**src/rtl/dll_pkg.sv**
```systemverilog
// Shared data link layer definitions: frame layout, LCRC constants and helpers.
// Used by both the TX and RX data link layers so the two ends frame identically.
package dll_pkg;

    localparam int unsigned FRAME_W     = 48;
    localparam int unsigned PAYLOAD_LSB = 0;
    localparam int unsigned PAYLOAD_MSB = 31;
    localparam int unsigned SEQ_LSB     = 32;
    localparam int unsigned SEQ_MSB     = 39;
    localparam int unsigned CRC_LSB     = 40;
    localparam int unsigned CRC_MSB     = 47;

    localparam logic [7:0] CRC_POLY = 8'h07;
    localparam logic [7:0] CRC_INIT = 8'hFF;

    typedef enum logic [1:0] {
        SEQ_INORDER,
        SEQ_DUP,
        SEQ_AHEAD
    } seq_class_e;

    // Bit-serial CRC-8, MSB first, no reflection, no final XOR.
    function automatic logic [7:0] crc8_calc(
        input logic [39:0] data,
        input logic [7:0]  poly = CRC_POLY,
        input logic [7:0]  init = CRC_INIT
    );
        logic [7:0] crc;
        crc = init;
        for (int i = 39; i >= 0; i--) begin
            if (crc[7] ^ data[i]) begin
                crc = {crc[6:0], 1'b0} ^ poly;
            end else begin
                crc = {crc[6:0], 1'b0};
            end
        end
        return crc;
    endfunction

endpackage

```
**src/rtl/dll_lcrc8.sv**
```systemverilog
// Combinational CRC-8 over the 40-bit sequence+payload field of a link frame.
// Shared by the TX side for generation and the RX side for checking.
module dll_lcrc8
    import dll_pkg::*;
#(
    parameter logic [7:0] POLY = CRC_POLY,
    parameter logic [7:0] INIT = CRC_INIT
) (
    input  logic [39:0] data,
    output logic [7:0]  crc
);

    always_comb begin
        crc = crc8_calc(data, POLY, INIT);
    end

endmodule

```
**src/rtl/rx_data_link_layer.sv**
```systemverilog
// Receive data link layer: checks LCRC and sequence number of incoming frames,
// forwards in-order good payloads and returns ack/nack pulses to the transmitter.
module rx_data_link_layer
    import dll_pkg::*;
#(
    parameter int unsigned DATA_W = 32,
    parameter int unsigned SEQ_W  = 8,
    parameter int unsigned CRC_W  = 8
) (
    input  logic                            clk,
    input  logic                            reset_n,
    input  logic [DATA_W+SEQ_W+CRC_W-1:0]   frame_in,
    input  logic                            frame_in_valid,
    output logic                            frame_in_ready,
    output logic [DATA_W-1:0]               tlp_data_out,
    output logic                            tlp_data_out_valid,
    input  logic                            tlp_data_out_ready,
    output logic                            ack,
    output logic                            nack,
    output logic [SEQ_W-1:0]                ack_seq
);

    logic [SEQ_W-1:0]  rx_seq;
    logic [SEQ_W-1:0]  seq_diff;
    logic [SEQ_W-1:0]  expected_seq;
    logic [CRC_W-1:0]  rx_crc;
    logic [CRC_W-1:0]  calc_crc;
    logic [DATA_W-1:0] rx_payload;
    logic              nak_pending;
    logic              crc_ok;
    logic              accept;
    seq_class_e        seq_class;

    assign rx_crc     = frame_in[CRC_MSB:CRC_LSB];
    assign rx_seq     = frame_in[SEQ_MSB:SEQ_LSB];
    assign rx_payload = frame_in[PAYLOAD_MSB:PAYLOAD_LSB];

    dll_lcrc8 #(
        .POLY (CRC_POLY),
        .INIT (CRC_INIT)
    ) u_lcrc (
        .data (frame_in[SEQ_MSB:PAYLOAD_LSB]),
        .crc  (calc_crc)
    );

    assign crc_ok = (calc_crc == rx_crc);

    // Distance ahead of the expected sequence; the upper half of the ring counts as already seen.
    always_comb begin
        seq_diff = rx_seq - expected_seq;
        if (seq_diff == '0) begin
            seq_class = SEQ_INORDER;
        end else if (seq_diff[SEQ_W-1]) begin
            seq_class = SEQ_DUP;
        end else begin
            seq_class = SEQ_AHEAD;
        end
    end

    // Held low in reset so nothing is taken while state is being cleared.
    assign frame_in_ready = reset_n && (!tlp_data_out_valid || tlp_data_out_ready);
    assign accept         = frame_in_valid && frame_in_ready;

    always_ff @(posedge clk or negedge reset_n) begin
        if (!reset_n) begin
            tlp_data_out       <= '0;
            tlp_data_out_valid <= 1'b0;
            ack                <= 1'b0;
            nack               <= 1'b0;
            ack_seq            <= '1;
            expected_seq       <= '0;
            nak_pending        <= 1'b0;
        end else begin
            ack  <= 1'b0;
            nack <= 1'b0;
            if (tlp_data_out_ready) begin
                tlp_data_out_valid <= 1'b0;
            end
            if (accept) begin
                if (crc_ok && seq_class == SEQ_INORDER) begin
                    tlp_data_out       <= rx_payload;
                    tlp_data_out_valid <= 1'b1;
                    expected_seq       <= expected_seq + 1'b1;
                    nak_pending        <= 1'b0;
                    ack                <= 1'b1;
                    ack_seq            <= rx_seq;
                end else if (crc_ok && seq_class == SEQ_DUP) begin
                    ack     <= 1'b1;
                    ack_seq <= expected_seq - 1'b1;
                end else if (!nak_pending) begin
                    // Corrupt or out-of-order: request one retry until progress resumes.
                    nack        <= 1'b1;
                    ack_seq     <= expected_seq - 1'b1;
                    nak_pending <= 1'b1;
                end
            end
        end
    end

endmodule

```
**config.mk**
```make
export PLATFORM = sky130hd
export DESIGN_NAME = rx_data_link_layer
export DESIGN_NICKNAME = d
export VERILOG_FILES = /design/src/rtl/dll_pkg.sv /design/src/rtl/dll_lcrc8.sv /design/src/rtl/rx_data_link_layer.sv
export SDC_FILE = /design/constraint.sdc
export NUM_CORES = 1
export LEC_CHECK = 0
export ABC_AREA = 0
export CAP_MARGIN = 40
export CORE_MARGIN = 1
export CORE_UTILIZATION = 55
export DETAILED_ROUTE_END_ITERATION = 10
export GPL_TIMING_DRIVEN = 0
export PLACE_DENSITY = 0.91
export SLEW_MARGIN = 20
export SYNTH_ARGS = -nofsm -noshare
export SYNTH_HDL_FRONTEND = slang
export SYNTH_HIERARCHICAL = 1
export SYNTH_SLANG_ARGS = --single-unit
```
**constraint.sdc**
```tcl
create_clock -name clk -period 5 [get_ports clk]
set_clock_uncertainty 0.15 [all_clocks]
set_input_delay 0.75 -clock clk [delete_from_list [all_inputs] [get_ports clk]]
set_output_delay 0.75 -clock clk [all_outputs]
set_load 0.01 [all_outputs]
```
Word-level counts from Yosys, hierarchy flattened:

Index checks and enable logic that the tools add are counted.

* $add $sub $neg: 3
* eq/ne operators: 4
* multiplexer cells: 57
* bitwise gates (word level): 78
* reductions and logical operators: 11

Operators with widths (count)
* two-way mux 3 bit: 40
* NOT 3 bit: 39
* bitwise XOR 1 bit: 34
* two-way mux 8 bit: 3
* two-way mux 1 bit: 12
* adder 8 x 1 -> 8 bit, second input constant: 1
* equality test 8 bit: 1
* logical NOT 8 bit: 1
* subtractor 8 x 1 -> 8 bit, second input constant: 1
* subtractor 8 bit: 1
* AND reduction 2 bit: 3
* bitwise XOR 1 bit, first input constant: 5
* logical AND 1 bit: 4
* two-way mux 2 bit: 2
* inequality test 3 x 1 -> 1 bit, second input constant: 1
* equality test 2 x 1 -> 1 bit, second input constant: 1
* logical NOT 2 bit: 1
* inequality test 2 bit, second input constant: 1
* logical NOT 1 bit: 1
* logical OR 1 bit: 1

* register bits: 52
* bits of input ports: 52
* output and inout port bits: 44
* word-level logic and storage cells: 160

Logic depth before layout (Yosys ltp):

* depth after elaboration: 84
* gate-level depth with buffers: 14
* gate-level depth less buffers: 12

By module:

The synthesis kept the hierarchy.

By module, submodules not included
* rx_data_link_layer: times used 1, cells an instance 216, area each 2781.4 um^2, sequential area each 1311.3 um^2
* dll_lcrc8: times used 1, cells an instance 95, area each 1178.6 um^2, sequential area each 0.0 um^2

Worst setup path before layout:

Ideal clock, no wire load.

* path type: input-to-reg
* from: input frame_in[35]
* to: register ack_seq[2]
* data arrival time: 4.371 ns
* data required time: 4.768 ns
* setup slack: 0.397 ns
* cell stages on the path: 12
* path buffers: 0
* cells stage by stage: xnor3_1 > xnor3_2 > xnor3_1 > xnor2_2 > xnor2_1 > xnor3_1 > xor2_1 > nor4_1 > nand2_1 > nor3_4 > mux2_2 > mux2_2

* cells in the longest elaborated chain, start to end: 34
* elaborated cells between the ends (all ways): 101

Ends and longest elaborated chain
* from (decl): line rx_data_link_layer.sv:12 `input logic [DATA_W+SEQ_W+CRC_W-1:0] frame_in,`
* bitwise XOR 1 bit *: line dll_pkg.sv:31 `if (crc[7] ^ data[i]) begin`
* two-way mux 3 bit *: line dll_pkg.sv:31
* NOT 3 bit (no source line)
* two-way mux 3 bit: line dll_pkg.sv:31
* NOT 3 bit (no source line)
* two-way mux 3 bit: line dll_pkg.sv:31
* bitwise XOR 1 bit: line dll_pkg.sv:31
* two-way mux 3 bit: line dll_pkg.sv:31
* [... 19 more ...]
* two-way mux 3 bit: line dll_pkg.sv:31
* NOT 3 bit (no source line)
* two-way mux 3 bit *: line dll_pkg.sv:31
* via calc_crc[3]: line rx_data_link_layer.sv:27 `logic [CRC_W-1:0] calc_crc;`
* equality test 8 bit *: line rx_data_link_layer.sv:46 `assign crc_ok = (calc_crc == rx_crc);`
* logical AND 1 bit (on tied branches): line rx_data_link_layer.sv:80, rx_data_link_layer.sv:87
* inequality test 3 x 1 -> 1 bit (no source line) / two-way mux 8 bit (equally long branches)
* AND reduction 2 bit (no source line) / two-way mux 8 bit (equally long branches)
* to (signal assigned): line rx_data_link_layer.sv:86 `ack_seq <= rx_seq;`
* to (signal assigned): line rx_data_link_layer.sv:89 `ack_seq <= expected_seq - 1'b1;`
* to (signal assigned): line rx_data_link_layer.sv:93 `ack_seq <= expected_seq - 1'b1;`
* to (decl): line rx_data_link_layer.sv:20 `output logic [SEQ_W-1:0] ack_seq`

The timed path passes the listed nets; every way through them passes the cells marked *.
A chain may end at the register's enable or synchronous reset.

Worst setup path after layout:

* from: input frame_in[39]
* to: register ack_seq[2]

* cells in the longest elaborated chain, start to end: 33
* elaborated cells between the ends (all ways): 112

Ends and longest elaborated chain (line)
* two-way mux 3 bit *: dll_pkg.sv:31
* NOT 3 bit (no source line)
* two-way mux 3 bit: dll_pkg.sv:31
* NOT 3 bit (no source line)
* two-way mux 3 bit: dll_pkg.sv:31
* bitwise XOR 1 bit: dll_pkg.sv:31
* two-way mux 3 bit: dll_pkg.sv:31
* NOT 3 bit (no source line)
* [... 18 more ...]
* two-way mux 3 bit: dll_pkg.sv:31
* NOT 3 bit (no source line)
* two-way mux 3 bit *: dll_pkg.sv:31
* via calc_crc[7]: rx_data_link_layer.sv:27
* equality test 8 bit *: rx_data_link_layer.sv:46
* logical AND 1 bit (on tied branches): rx_data_link_layer.sv:80, rx_data_link_layer.sv:87
* inequality test 3 x 1 -> 1 bit (no source line) / two-way mux 8 bit (equally long branches)
* AND reduction 2 bit (no source line) / two-way mux 8 bit (equally long branches)

Marked as above.

==> impl_metrics.py <==
metrics = {
    "global_routing": {
        "grt_max_degree": 54,
        "grt_overflow": 0,
        "first_global_vias": 2914,
        "grt.total_usage_pct": 25.5,
        "grt_pass1_wl_um": 14400,
        "antenna_found_initial": 0,
    },
    "floorplanning": {
        "initial_core_util_pct": 57.7,
        "fp.dieH_um": 86.9,
        "coreArea_sq_um": 6870,
        "rows": 30,
        "fp.dieW_um": 86.9,
        "dieArea_sq_um": 7540,
        "ioPinCount": 96,
    },
    "clock_tree": {
        "cts_sinks": 52,
        "clkTransAtPathRegs_ns": 0.10,
        "clk_latency_ns": 0.31,
        "clockBufferDepth": 2,
        "cts_made_buffers": 5,
        "clock-root-buffer": "clkbuf_8",
        "cts_tree": "built",
        "cts.htree.levels": 2,
    },
    "routing": {
        "drc": 0,
        "wl_per_cell_um": 17.5,
        "dr_total_vias": 2761,
        "drt_iter0_drc": 96,
        "vias_per_cell": 5.33,
        "dr.pass1.iters": 4,
        "detail-route-antenna-nets": 0,
        "routed_wl_um": 9080,
    },
    "critical_path": {
        "cp.required_ns": 5.10,
        "critPathSlowestCell": "clkdlybuf4s50_1",
        "critPathMaxFanout": 9,
        "crit_chain": "clkdlybuf4s50_1 -> clkbuf_2 -> xnor2_2 -> xor3_1 -> xnor3_2 -> xnor3_2 -> xnor2_1 -> xnor2_1 -> xor2_1 -> nor4_2 -> nand2_1 -> buf_4 -> nor3_4 -> buf_12 -> mux2_2 -> mux2_2",
        "slowest_delay_ns": 0.59,
        "critPathArrivalTime_ns": 4.96,
        "crit_path_start_kind": "primary input",
        "criticalPathCategory": "in -> reg",
        "cp-end-kind": "register",
    },
    "sta": {
        "slew_headroom_pct": 55.5,
        "worstMarginPinSlew_ns": 0.667,
        "fin_hold_ws_ns": 0.320,
        "clock.fmax_mhz": 206,
        "hold_viol_final": 0,
        "fin_crit_sh_pct": 97.2,
        "slew_violations": 0,
        "period_minus_slack_ns": 4.86,
        "setup_violations": 0,
    },
    "power": {
        "pwr_density_cell_nw_per_um2": 377,
        "total_leakage_power_uw": 0.00239,
        "ir_worst_vdd_mv": 0.371,
    },
    "synth": {
        "ys_warn_count": 6,
        "syn-instance-count": 311,
        "ys_ff_latch": 52,
        "async_flop_share_pct": 100,
        "synth.distinct_cells": 45,
        "synth-edff-count": 0,
        "seq_area_frac_synth_pct": 33.1,
        "avgSynthCellArea_sq_um": 12.7,
        "syn_nets": 373,
        "netlist_area_sq_um": 3960,
        "synth_flop_cell": "dfrtp_1",
    },
    "placement": {
        "gp_congestion": 0.906,
        "hpwl_um": 7170,
        "io_buffers": 95,
        "post_dp_cell_area_sq_um": 5030,
    },
    "cells_and_area": {
        "drive_gt1_share_pct": 25.1,
        "layout_commonest_cell": "clkdlybuf4s50_1",
        "final_cell_mix": "clkdlybuf4s50_1, xnor2_1, mux2_2",
        "num_antenna_cells": 0,
        "nNetsFinal": 483,
        "finalInstanceArea_sq_um": 5270,
        "area_delta_synth_final_pct": 33.1,
    },
    "run": {
        "max_cap_violations": 0,
    },
    "min_path": {
        "hp-class": "in -> async",
    },
    "status": {
        "status": "finished, final reports clean",
    },
}
[registers in the layout, indices dropped and copies added (netlist names)]
| signal | flops |
|---|---|
| expected_seq | 8 |
| ack | 1 |
| ack_seq | 8 |
| tlp_data_out_valid | 1 |
| nack | 1 |
| tlp_data_out | 32 |
| nak_pending | 1 |
[worst max-delay path, delay by kind of cell]
kind / cells / cell delay [ns]
xor+xnor: 7 / 1.83
buf+inv: 4 / 1.19
mux: 2 / 0.60
simple gates: 3 / 0.58
[area by class of cell]
cell class / instances / area [sq um]
plain buffers: 5 / 50.0
multi-input cells: 241 / 2630
inverters: 13 / 48.8
clock inverters: 2 / 13.8
clock buffers: 6 / 72.6
flip-flops and latches: 52 / 1310
well taps: 96 / 120
repair buffers: 103 / 1020
fillers: 448 / 1600
[Yosys cell counts, drive strengths merged (2+ instances only)]
master	number	area share [%]
xnor2	69	15
mux2	47	13
dfrtp	44	28
xor2	24	5.5
xnor3	20	12
inv	13	1.2
ha	9	2.8
a21oi	8	1.0
dfstp	8	5.3
nand2	7	0.66
nand3	7	0.88
nor3	7	1.3
nor4	6	1.9
buf	4	1.1
o21ai	4	0.51
xor3	4	2.4
nand4	3	0.47
nor2b	3	0.54
a21o	2	0.38
and2	2	0.32
and3	2	0.32
mux2i	2	0.51
nor2	2	0.19
nor3b	2	0.38
o221a	2	0.57
[worst paths after layout]
check	startpoint	end	slack (ns)	cells after the start
setup / recovery	frame_in[39]	ack_seq[2]	0.14	16
max in group asynchronous	reset_n	tlp_data_out[11]	3.94	1
setup reg to reg	expected_seq[0]	tlp_data_out[27]	1.84	10
hold reg to reg	tlp_data_out[2]	tlp_data_out[2]	0.36	1
hold / removal	reset_n	expected_seq[3]	0.32	1
min in group clk	tlp_data_out[2]	tlp_data_out[2]	0.36	1
[per-stage QoR]
step	power, uW	util [%]	TNS, ns	cells	setup slack [ns]
final	1990	76.8	0	518	0.141
after floorplan	1430	-	0	311	0.397
after CTS	1940	75.6	0	515	0.00358
after global placement	1620	73.2	-43.02	502	-0.906
after global routing	2110	76.8	-0.992	518	-0.0564
after detailed placement	1640	73.2	-43.84	502	-0.934
[report_power, final]
group,internal [uW],switching [uW]
clock network,100,143
logic,719,591
registers,432,4.12
[layer usage]
layer  vias up  GRT usage (%)  share of wire, %
li1       1302              -                 -
met3        16           4.64               5.5
met5         -              0                 0
met4         0           8.94               2.4
met1      1345           31.6                41
met2        98           44.6                52
[cell families after synthesis]
kind of cell | Yosys count | share of synthesized area, %
xor gates and xnor gates | 117 | 34.9
DFF | 52 | 33.1
AOI/OAI and AO/OA | 22 | 4.99
adders and majority gates | 10 | 3.35
buffers and inverters | 18 | 2.46
and+or+nand+nor | 43 | 7.27
muxes | 49 | 13.9
[repair_timing]
item / 4_1_cts / 5_1_grt
setup buffers: 5 / 3
endpoints found under the hold margin: 0 / 0
gates resized for setup: 7 / 13
pin swaps: 4 / 2
endpoints found under the setup margin: 52 / 45
hold buffers: 0 / 0
Power figures use the tool's default switching activity.
